`config.mk`:
```
export PLATFORM = sky130hd
export DESIGN_NAME = alu_share_arb
export DESIGN_NICKNAME = d
export VERILOG_FILES = /design/src/rtl/alu_share_arb.sv
export SDC_FILE = /design/constraint.sdc
export NUM_CORES = 1
export LEC_CHECK = 0
export CAP_MARGIN = 10
export CORE_MARGIN = 2
export CORE_UTILIZATION = 41
export DETAILED_ROUTE_END_ITERATION = 8
export PLACE_DENSITY = 0.86
export RECOVER_POWER = 100
export SYNTH_ARGS = -nofsm -noshare
export SYNTH_HDL_FRONTEND = slang
export SYNTH_SLANG_ARGS = --single-unit
```
`constraint.sdc`:
```
create_clock -name clk -period 3.5 [get_ports clk]
set_input_delay 0.875 -clock clk [delete_from_list [all_inputs] [get_ports clk]]
set_output_delay 0.875 -clock clk [all_outputs]
set_load 0.01 [all_outputs]
```
`src/rtl/alu_share_arb.sv`:
```
// alu_share_arb: shares one combinational ALU between two requesters.
// Requester 0 is the execute path, requester 1 the branch/compare path.
// Two register stages: S1 (issue, drives the ALU) and S2 (result, drives
// the response bus). Round-robin grant on ties, two cycles of latency,
// one operation per cycle when the owning response port keeps up.
//
// Handshake rules: a transfer happens on a rising edge where valid and
// ready are both high. Requesters hold valid and payload stable until
// ready. reqN_ready is combinational and may depend on rsp*_ready.
// rspN_valid holds with stable rsp_data until rspN_ready is seen high.
module alu_share_arb #(
  parameter int WIDTH = 32,
  parameter int OPW   = 4
) (
  input  logic             clk,
  input  logic             rst_n,
  input  logic             req0_valid,
  output logic             req0_ready,
  input  logic [OPW-1:0]   req0_op,
  input  logic [WIDTH-1:0] req0_a,
  input  logic [WIDTH-1:0] req0_b,
  input  logic             req1_valid,
  output logic             req1_ready,
  input  logic [OPW-1:0]   req1_op,
  input  logic [WIDTH-1:0] req1_a,
  input  logic [WIDTH-1:0] req1_b,
  output logic             alu_valid,
  output logic [OPW-1:0]   alu_op,
  output logic [WIDTH-1:0] alu_a,
  output logic [WIDTH-1:0] alu_b,
  input  logic [WIDTH-1:0] alu_result,
  output logic             rsp0_valid,
  input  logic             rsp0_ready,
  output logic             rsp1_valid,
  input  logic             rsp1_ready,
  output logic [WIDTH-1:0] rsp_data
);

  // Issue stage
  logic             r_s1_valid;
  logic             r_s1_owner;
  logic [OPW-1:0]   r_s1_op;
  logic [WIDTH-1:0] r_s1_a;
  logic [WIDTH-1:0] r_s1_b;
  // Result stage
  logic             r_s2_valid;
  logic             r_s2_owner;
  logic [WIDTH-1:0] r_s2_data;
  // Requester granted on the most recent handshake
  logic             r_last_grant;

  logic w_s2_free;
  logic w_s1_free;
  logic w_s1_move;
  logic w_grant0;
  logic w_grant1;
  logic w_hs0;
  logic w_hs1;

  // Stage occupancy, round-robin arbitration and handshake detection
  always_comb begin
    w_s2_free = !r_s2_valid || (r_s2_owner ? rsp1_ready : rsp0_ready);
    w_s1_free = !r_s1_valid || w_s2_free;
    w_s1_move = r_s1_valid && w_s2_free;
    // On a tie the requester that did not win last time is granted
    w_grant0  = req0_valid && (!req1_valid || r_last_grant);
    w_grant1  = req1_valid && (!req0_valid || !r_last_grant);
    w_hs0     = w_s1_free && w_grant0;
    w_hs1     = w_s1_free && w_grant1;
  end

  assign req0_ready = w_hs0;
  assign req1_ready = w_hs1;

  // S1: load on a handshake, empty when the op moves on without a refill
  always_ff @(posedge clk or negedge rst_n) begin
    if (!rst_n) begin
      r_s1_valid   <= 1'b0;
      r_s1_owner   <= 1'b0;
      r_s1_op      <= '0;
      r_s1_a       <= '0;
      r_s1_b       <= '0;
      r_last_grant <= 1'b1;
    end else if (w_hs0) begin
      r_s1_valid   <= 1'b1;
      r_s1_owner   <= 1'b0;
      r_s1_op      <= req0_op;
      r_s1_a       <= req0_a;
      r_s1_b       <= req0_b;
      r_last_grant <= 1'b0;
    end else if (w_hs1) begin
      r_s1_valid   <= 1'b1;
      r_s1_owner   <= 1'b1;
      r_s1_op      <= req1_op;
      r_s1_a       <= req1_a;
      r_s1_b       <= req1_b;
      r_last_grant <= 1'b1;
    end else if (w_s1_move) begin
      r_s1_valid   <= 1'b0;
    end
  end

  // S2: capture the ALU result when S1 advances, empty when drained
  always_ff @(posedge clk or negedge rst_n) begin
    if (!rst_n) begin
      r_s2_valid <= 1'b0;
      r_s2_owner <= 1'b0;
      r_s2_data  <= '0;
    end else if (w_s1_move) begin
      r_s2_valid <= 1'b1;
      r_s2_owner <= r_s1_owner;
      r_s2_data  <= alu_result;
    end else if (w_s2_free) begin
      r_s2_valid <= 1'b0;
    end
  end

  assign alu_valid  = r_s1_valid;
  assign alu_op     = r_s1_op;
  assign alu_a      = r_s1_a;
  assign alu_b      = r_s1_b;
  assign rsp0_valid = r_s2_valid && !r_s2_owner;
  assign rsp1_valid = r_s2_valid && r_s2_owner;
  assign rsp_data   = r_s2_data;

endmodule

```
==> results of run 1 <==
==> sequential cells by signal, summed over array words and instances, names as in the netlist <==
signal        flops
alu_valid         1
r_s1_owner        1
rsp_data         32
r_s2_valid        1
alu_op            4
alu_a            32
alu_b            32
r_last_grant      1
r_s2_owner        1
==> layout make-up <==
class                   instances  area (um^2)
fillers                       833         3650
repair buffers                282         2820
clock buffers                  12          236
flip-flops and latches        105         2630
well taps                     143          179
multi-input cells             255         1780
inverters                       1         3.75
clock inverters                 4         30.0
==> worst min path at each step <==
stage / cells past startpoint / end
5_1_grt: 1 / rsp_data[1]$_DFFE_PN0P_
2_1_floorplan: 1 / r_s1_owner$_DFFE_PN0P_
6_report: 2 / alu_b[29]$_DFFE_PN0P_
3_5_place_dp: 2 / alu_b[13]$_DFFE_PN0P_
4_1_cts: 2 / alu_b[21]$_DFFE_PN0P_
3_3_place_gp: 2 / alu_a[8]$_DFFE_PN0P_
==> cells by family after synthesis <==
kind of cell | count (synthesis) | share of synthesized area [%]
AND/OR/NAND/NOR | 80 | 6.81
AO/OA/AOI/OAI | 73 | 7.90
multiplexers | 102 | 24.9
flip-flops | 105 | 55.7
buffers and inverters | 28 | 4.72
==> per-stage QoR <==
step | power (mW) | worst slack [ns] | cells
after floorplan | 3.20 | 1.02 | 388
after global placement | 4.53 | 0.178 | 786
after detailed placement | 4.62 | 0.0650 | 786
after CTS | 5.56 | 0.0627 | 802
after global routing | 5.45 | 0.0589 | 802
final | 5.12 | 0.127 | 802
==> cell usage after synthesis, drive strengths merged (2+ instances only) <==
master	number	area share, %
clkbuf	6	0.48
mux2	33	10
buf	21	4.2
o21ai	69	7.3
dfrtp	104	55
mux2i	69	15
and2	2	0.32
nand2	72	5.7
==> per-layer routing <==
layer  global-route usage [%]  routed length (um)  vias up
met5                        0                   0        -
met4                     7.33                 253        0
met3                     6.01                1080       20
met2                     38.7                6890      176
met1                     24.1                4870     1833
li1                         -                   -     1880
==> power groups by stage <==
stage | logic (mW) | clock network [mW] | registers, mW
after floorplan | 0.959 | 0 | 2.24
after global placement | 2.53 | 0 | 2.00
after detailed placement | 2.59 | 0 | 2.04
after CTS | 2.60 | 0.935 | 2.03
after global routing | 2.40 | 0.992 | 2.06
final | 2.23 | 0.911 | 1.99
==> worst max-delay path: cells and delay by family <==
| family | cells | cell delay [ns] |
|---|---|---|
| simple gates | 2 | 0.43 |
| buf+inv | 2 | 0.89 |
| mux | 1 | 0.31 |
==> timing repair <==
item / in CTS / in global routing
endpoints found under the setup margin: 0 / 1
resized for setup: 0 / 1
hold buffers: 0 / 0
==> flow_summary.ini, run 1 <==
[outcome]
outcome = finished, violations left
failed_checks = capacitance limit, slew limit

[drt]
drtAntennaViolNets = 0
first_pass_iters = 4
wire_per_inst_um = 16.3
via_per_inst = 4.87
drt_iter0_markers = 147
vias = 3909
drc = 0
routed_wl_um = 13100

[die]
dieArea_um2 = 12400
die_h_um = 111
die_w_um = 111
initial_core_util_pct = 41.7
ioPinCount = 279
coreArea_um2 = 11300
fp-row-count = 39

[logic_synthesis]
ys_types = 26
synth_seq_cells = 105
synth_ff_type = dfrtp_1
ys_async_sr_fraction_pct = 100
synth_edf_count = 0
ys_warn_count = 0
synth.avg_cell_area_um2 = 12.2
syn-num-nets = 562
synth_cells = 388
synth_area_um2 = 4720
synth_seq_area_share_pct = 55.7

[finish]
diodes = 0
fin_nets = 828
final_cell_mix = clkdlybuf4s50_1 (173), dfrtp_1 (104), dlygate4sd3_1 (104)
stdcell_area_um2 = 7670
area_delta_synth_final_pct = 62.5
fin_util_pct = 67.8
drive_gt1_share_pct = 3.95
final_common_cell = clkdlybuf4s50_1

[global_route]
grt_pass1_vias = 4123
grt_remaining_overflow = 0
grt_max_degree = 81
grt_pass1_wl_um = 21100
grt_usage_pct = 21.3
antenna_found_initial = 0

[clock_tree]
cts_setup_buffers = 0
clock_latency_ns = 0.34
cts_root_buf = clkbuf_16
clockBufferDepth = 2
cts-htree-levels = 3
numCtsBuffers = 9
clock-sinks = 105
cts_tree = yes
clkTransAtPathRegs_ns = 0.07

[timing]
relSlewSlack_pct = -2.25
finalMaxSlewViolations = 34
setup_tns_ns = 0
report.final.hold_viol_count = 0
rsz0062_at_grt = no
fin_skew_ns = 0.00614
fin_hold_ws_ns = 0.473
period_share_pct = 96.4
max_freq_mhz = 296
tightestPinTransition_ns = 1.53
setup_violations = 0
min_period_ns = 3.37

[worst_hold_path]
hp-class = reg2reg
hp-start = alu_b[29]$_DFFE_PN0P_

[critical_path]
path_class = in2out
critPathMaxStageDelay_ns = 0.48
crit_top_cell = clkdlybuf4s50_1
required_ns = 2.62
r2r-end = rsp_data[31]$_DFFE_PN0P_
critPathLaunch = rsp1_ready
rrSetupSlack_ns = 1.06
cp_data_arrival_time_ns = 2.50
cp_slowest_cell = clkdlybuf4s50_1
cp_max_fo = 6
cp_cell_sequence = clkdlybuf4s50_1, mux2i_1, nand3_2, and3_1, clkdlybuf4s50_1
cp-endpoint = req1_ready
timing.rr.start = r_s2_owner$_DFFE_PN0P_
end_kind = output port
start_kind = input port
worstRegToRegCells = 4

[placed_design]
io_buffers = 278
place_hpwl_um = 10200
gp_congestion = 0.856
placed_area_um2 = 7550

[power_and_ir_drop]
peakVddDrop_mv = 0.442
netSwitchingPower_mw = 1.71
clkPwrFrac_pct = 17.8
power.internal_mw = 3.41
pwr-share-comb_pct = 43.5
seq_power_share_pct = 38.8
powerDensity_nw_per_um2 = 668
switching_share_pct = 33.4
p_leak_nw = 3.45

[job]
drv_cap = 1
No activity file was read; power rests on OpenSTA's default activity.
==> run 2: changes to the inputs <==
--- a/constraint.sdc
+++ b/constraint.sdc
@@ -3,2 +3,2 @@
 set_output_delay 0.875 -clock clk [all_outputs]
-set_load 0.01 [all_outputs]
+set_load 0.1 [all_outputs]
==> flow_summary.ini, run 2 (synthesis results as in run 1) <==
[clock_tree]
cts-htree-levels = 3
ctsResizeCount = 0
clockBufferDepth = 2
clkTransAtPathRegs_ns = 0.07
clock-sinks = 105
cts_hold_buf = 0
cts_setup_buffers = 0
clock_latency_ns = 0.34
cts_root_buf = clkbuf_16
numCtsBuffers = 9
cts_tree = yes

[global_route]
grt_pass1_wl_um = 20200
grt_max_degree = 106
grt_remaining_overflow = 0
grt_usage_pct = 20.4
grt_pass1_vias = 4035
antenna_found_initial = 0

[drt]
wire_per_inst_um = 15.5
vias = 3852
drtAntennaViolNets = 0
routed_wl_um = 12500
first_pass_iters = 4
drc = 0
via_per_inst = 4.80
drt_iter0_markers = 109

[critical_path]
cp_slowest_cell = clkdlybuf4s50_1
cp_max_fo = 6
cp_cell_sequence = clkdlybuf4s50_1, mux2i_1, nand3_1, and3_1, clkbuf_4
critPathMaxStageDelay_ns = 0.41
worstSetupPathDepth = 5
required_ns = 2.62
crit_family = buffers and inverters
path_class = in2out
end_kind = output port
path_buf_inv = 2
cp_data_arrival_time_ns = 2.36
worstRegToRegCells = 4
start_kind = input port

[finish]
area_delta_synth_final_pct = 49.1
fillers = 1016
diodes = 0
fin_nets = 828
drive_gt1_share_pct = 4.55
final_common_cell = clkdlybuf4s50_1
final_cell_mix = clkdlybuf4s50_1 (171), dfrtp_1 (104), clkbuf_1 (103)

[timing]
setup_violations = 0
rsz0062_at_grt = no
fin_skew_ns = 0.00677
max_freq_mhz = 309
period_share_pct = 92.5
finalMaxSlewViolations = 140
tightestPinTransition_ns = 2.54
relSlewSlack_pct = -69.4
setup_tns_ns = 0
min_period_ns = 3.24
report.final.hold_viol_count = 0

[die]
die_h_um = 111
initial_core_util_pct = 41.7
coreArea_um2 = 11300
dieArea_um2 = 12400
fp-row-count = 39
ioPinCount = 279
die_w_um = 111

[outcome]
outcome = finished, violations left
failed_checks = capacitance limit, slew limit

[worst_hold_path]
hold_depth = 2
hp-class = reg2reg

[placed_design]
io_buffers = 278
place_hpwl_um = 9760
gp_congestion = 0.770

[job]
drv_cap = 2
==> run 2: cell types whose count changed in the layout (fill, tap and decap cells not counted), sizes merged <==
cell	before	now
clkinv	3	5
clkbuf	15	115
clkinvlp	1	2
dlygate4sd3	104	1
buf	2	4
clkdlybuf4s50	173	171
==> run 2: stage by stage <==
step | hold WS (ns) | instance area (um^2) | utilization (%) | instances | setup slack (ns)
after floorplan | 0.444 | 4720 | - | 388 | 0.394
after global placement | 0.463 | 7310 | 64.6 | 786 | 0.372
after detailed placement | 0.471 | 7310 | 64.6 | 786 | 0.343
after CTS | 0.487 | 7590 | 67.0 | 802 | 0.332
after global routing | 0.506 | 7040 | 62.2 | 802 | 0.119
final | 0.479 | 7040 | 62.2 | 802 | 0.263
==> run 2: final cells by class <==
class	count	area, um^2	area share, %
Clock inverter	7	47.5	0.676
Multi-Input combinational cell	255	1770	25.2
Tap cell	143	179	2.54
Timing Repair Buffer	282	2180	31.0
Inverter	1	3.75	0.0533
Clock buffer	9	225	3.20
Sequential cell	105	2630	37.4
==> run 2: worst register-to-register path: stages, from the launching register on <==
cell and delay, ns:
dfrtp_1 0.43, mux2i_1 0.19, nand2_1 0.10, and2_1 1.14
mux2_2 0.44
==> run 2: final timing paths <==
path	from	endpoint	slack, ns
max	rsp1_ready	req1_ready	0.26
min	alu_b[15]$_DFFE_PN0P_	alu_b[15]$_DFFE_PN0P_	0.48
max reg2reg	r_s2_owner$_DFFE_PN0P_	rsp_data[0]$_DFFE_PN0P_	1.08
min reg2reg	alu_b[15]$_DFFE_PN0P_	alu_b[15]$_DFFE_PN0P_	0.48
max in group asynchronous	rst_n	alu_b[9]$_DFFE_PN0P_	0.60
min in group asynchronous	rst_n	alu_a[10]$_DFFE_PN0P_	1.37
==> run 2: layer usage <==
layer  wire, um  global-route usage, %  vias to the layer above
li1           -                      -                     1867
met2       6610                   37.4                      161
met4        178                   6.17                        0
met1       4760                   23.4                     1809
met5          0                      0                        -
met3        910                   5.25                       15
Power of run 2 is not shown: default switching activity piles up to over one toggle a cycle in this logic, so the estimate is an artifact.
==> run 3: changes to the inputs <==
Settings changed: RECOVER_POWER 100 to unset.
==> flow_summary.ini, run 3 (synthesis results as in run 1) <==
[placed_design]
place_hpwl_um = 9760
gp_congestion = 0.770
io_buffers = 278

[finish]
final_cell_mix = clkdlybuf4s50_1 (172), buf_4 (105), dfrtp_1 (104)
final_common_cell = clkdlybuf4s50_1
fin_nets = 828
multi_input_area_um2 = 1890
area_delta_synth_final_pct = 60.7
ff_latch_area_um2 = 2630
fillers = 858
drive_gt1_share_pct = 24.9
diodes = 0

[global_route]
grt_pass1_vias = 4035
grt_remaining_overflow = 0
grt_usage_pct = 20.4
antenna_found_initial = 0
grt_pass1_wl_um = 20200
grt_max_degree = 106

[critical_path]
start_kind = input port
critPathMaxStageDelay_ns = 0.41
cp_data_arrival_time_ns = 2.29
end_kind = output port
cp_max_fo = 6
path_class = in2out
cp_slowest_cell = clkdlybuf4s50_1
crit_family = buffers and inverters
cp_cell_sequence = clkdlybuf4s50_1, mux2i_1, nand3_1, and3_1, buf_12
path_buf_inv = 2
required_ns = 2.62

[drt]
via_per_inst = 4.76
drtAntennaViolNets = 0
wire_per_inst_um = 15.7
vias = 3818
routed_wl_um = 12600
first_pass_iters = 4
drt_iter0_markers = 86
drc = 0

[die]
die_h_um = 111
initial_core_util_pct = 41.7
fp-row-count = 39
dieArea_um2 = 12400
ioPinCount = 279
die_w_um = 111
coreArea_um2 = 11300

[clock_tree]
numCtsBuffers = 9
clock-sinks = 105
clkTransAtPathRegs_ns = 0.07
clock_latency_ns = 0.34
ctsResizeCount = 0
cts_hold_buf = 0
cts_setup_buffers = 0
cts-htree-levels = 3
cts_tree = yes
cts_root_buf = clkbuf_16
clockBufferDepth = 2

[worst_hold_path]
hp-class = reg2reg

[timing]
max_freq_mhz = 316
finalMaxSlewViolations = 0
rsz0062_at_grt = no
min_period_ns = 3.16
relSlewSlack_pct = 60.7
period_share_pct = 90.4
tightestPinTransition_ns = 0.590
report.final.hold_viol_count = 0
fin_skew_ns = 0.00925
setup_tns_ns = 0
setup_violations = 0

[job]
drv_cap = 0

[outcome]
outcome = finished clean
[run 3: cell count changes in the layout (fill, tap and decap cells not counted), sizes merged]
| cell | before | now |
|---|---|---|
| buf | 4 | 110 |
| clkbuf | 115 | 9 |
| clkdlybuf4s50 | 171 | 172 |
| dlygate4sd3 | 1 | 0 |
[run 3: path summary, 6_finish.rpt]
check / start / endpoint / slack [ns] / cells past startpoint
max: rsp1_ready / req1_ready / 0.34 / 5
min: alu_a[21]$_DFFE_PN0P_ / alu_a[21]$_DFFE_PN0P_ / 0.48 / 2
min reg2reg: alu_a[21]$_DFFE_PN0P_ / alu_a[21]$_DFFE_PN0P_ / 0.48 / 2
max in group asynchronous: rst_n / alu_b[11]$_DFFE_PN0P_ / 2.47 / 2
min in group asynchronous: rst_n / alu_a[10]$_DFFE_PN0P_ / 0.57 / 2
max reg2reg: r_s2_owner$_DFFE_PN0P_ / alu_a[17]$_DFFE_PN0P_ / 1.59 / 4
[run 3: layer usage]
layer	share of wire, %	global-route usage, %	wire length [um]
met3	7.0	5.25	885
met2	52	37.4	6600
met1	39	23.4	4930
met4	1.4	6.17	177
met5	0	0	0
[run 3: tightest hold or removal path: cells and delay by family (launching register included)]
kind	cells	cell delay, ns
DFF	1	0.35
AOI/OAI and AO/OA	1	0.06
and+or+nand+nor	1	0.04
[run 3: layout make-up]
type / instances / share of cell area, %
sequential: 105 / 34.7
timing repair buffer: 282 / 34.4
multi-input combinational: 255 / 24.9
clock buffer: 9 / 2.97
tap: 143 / 2.36
clock inverter: 7 / 0.627
inverter: 1 / 0.0495
[run 3: per-stage QoR]
stage                     cell area [um^2]  util (%)  std cells  hold slack [ns]  setup slack [ns]
after global placement                7310      64.6        786            0.463             0.372
after detailed placement              7310      64.6        786            0.471             0.343
after CTS                             7590      67.0        802            0.487             0.332
after global routing                  7590      67.0        802            0.511             0.213
final                                 7590      67.0        802            0.482             0.336
after floorplan                       4720         -        388            0.444             0.394
Power of run 3 is left out for the same reason.
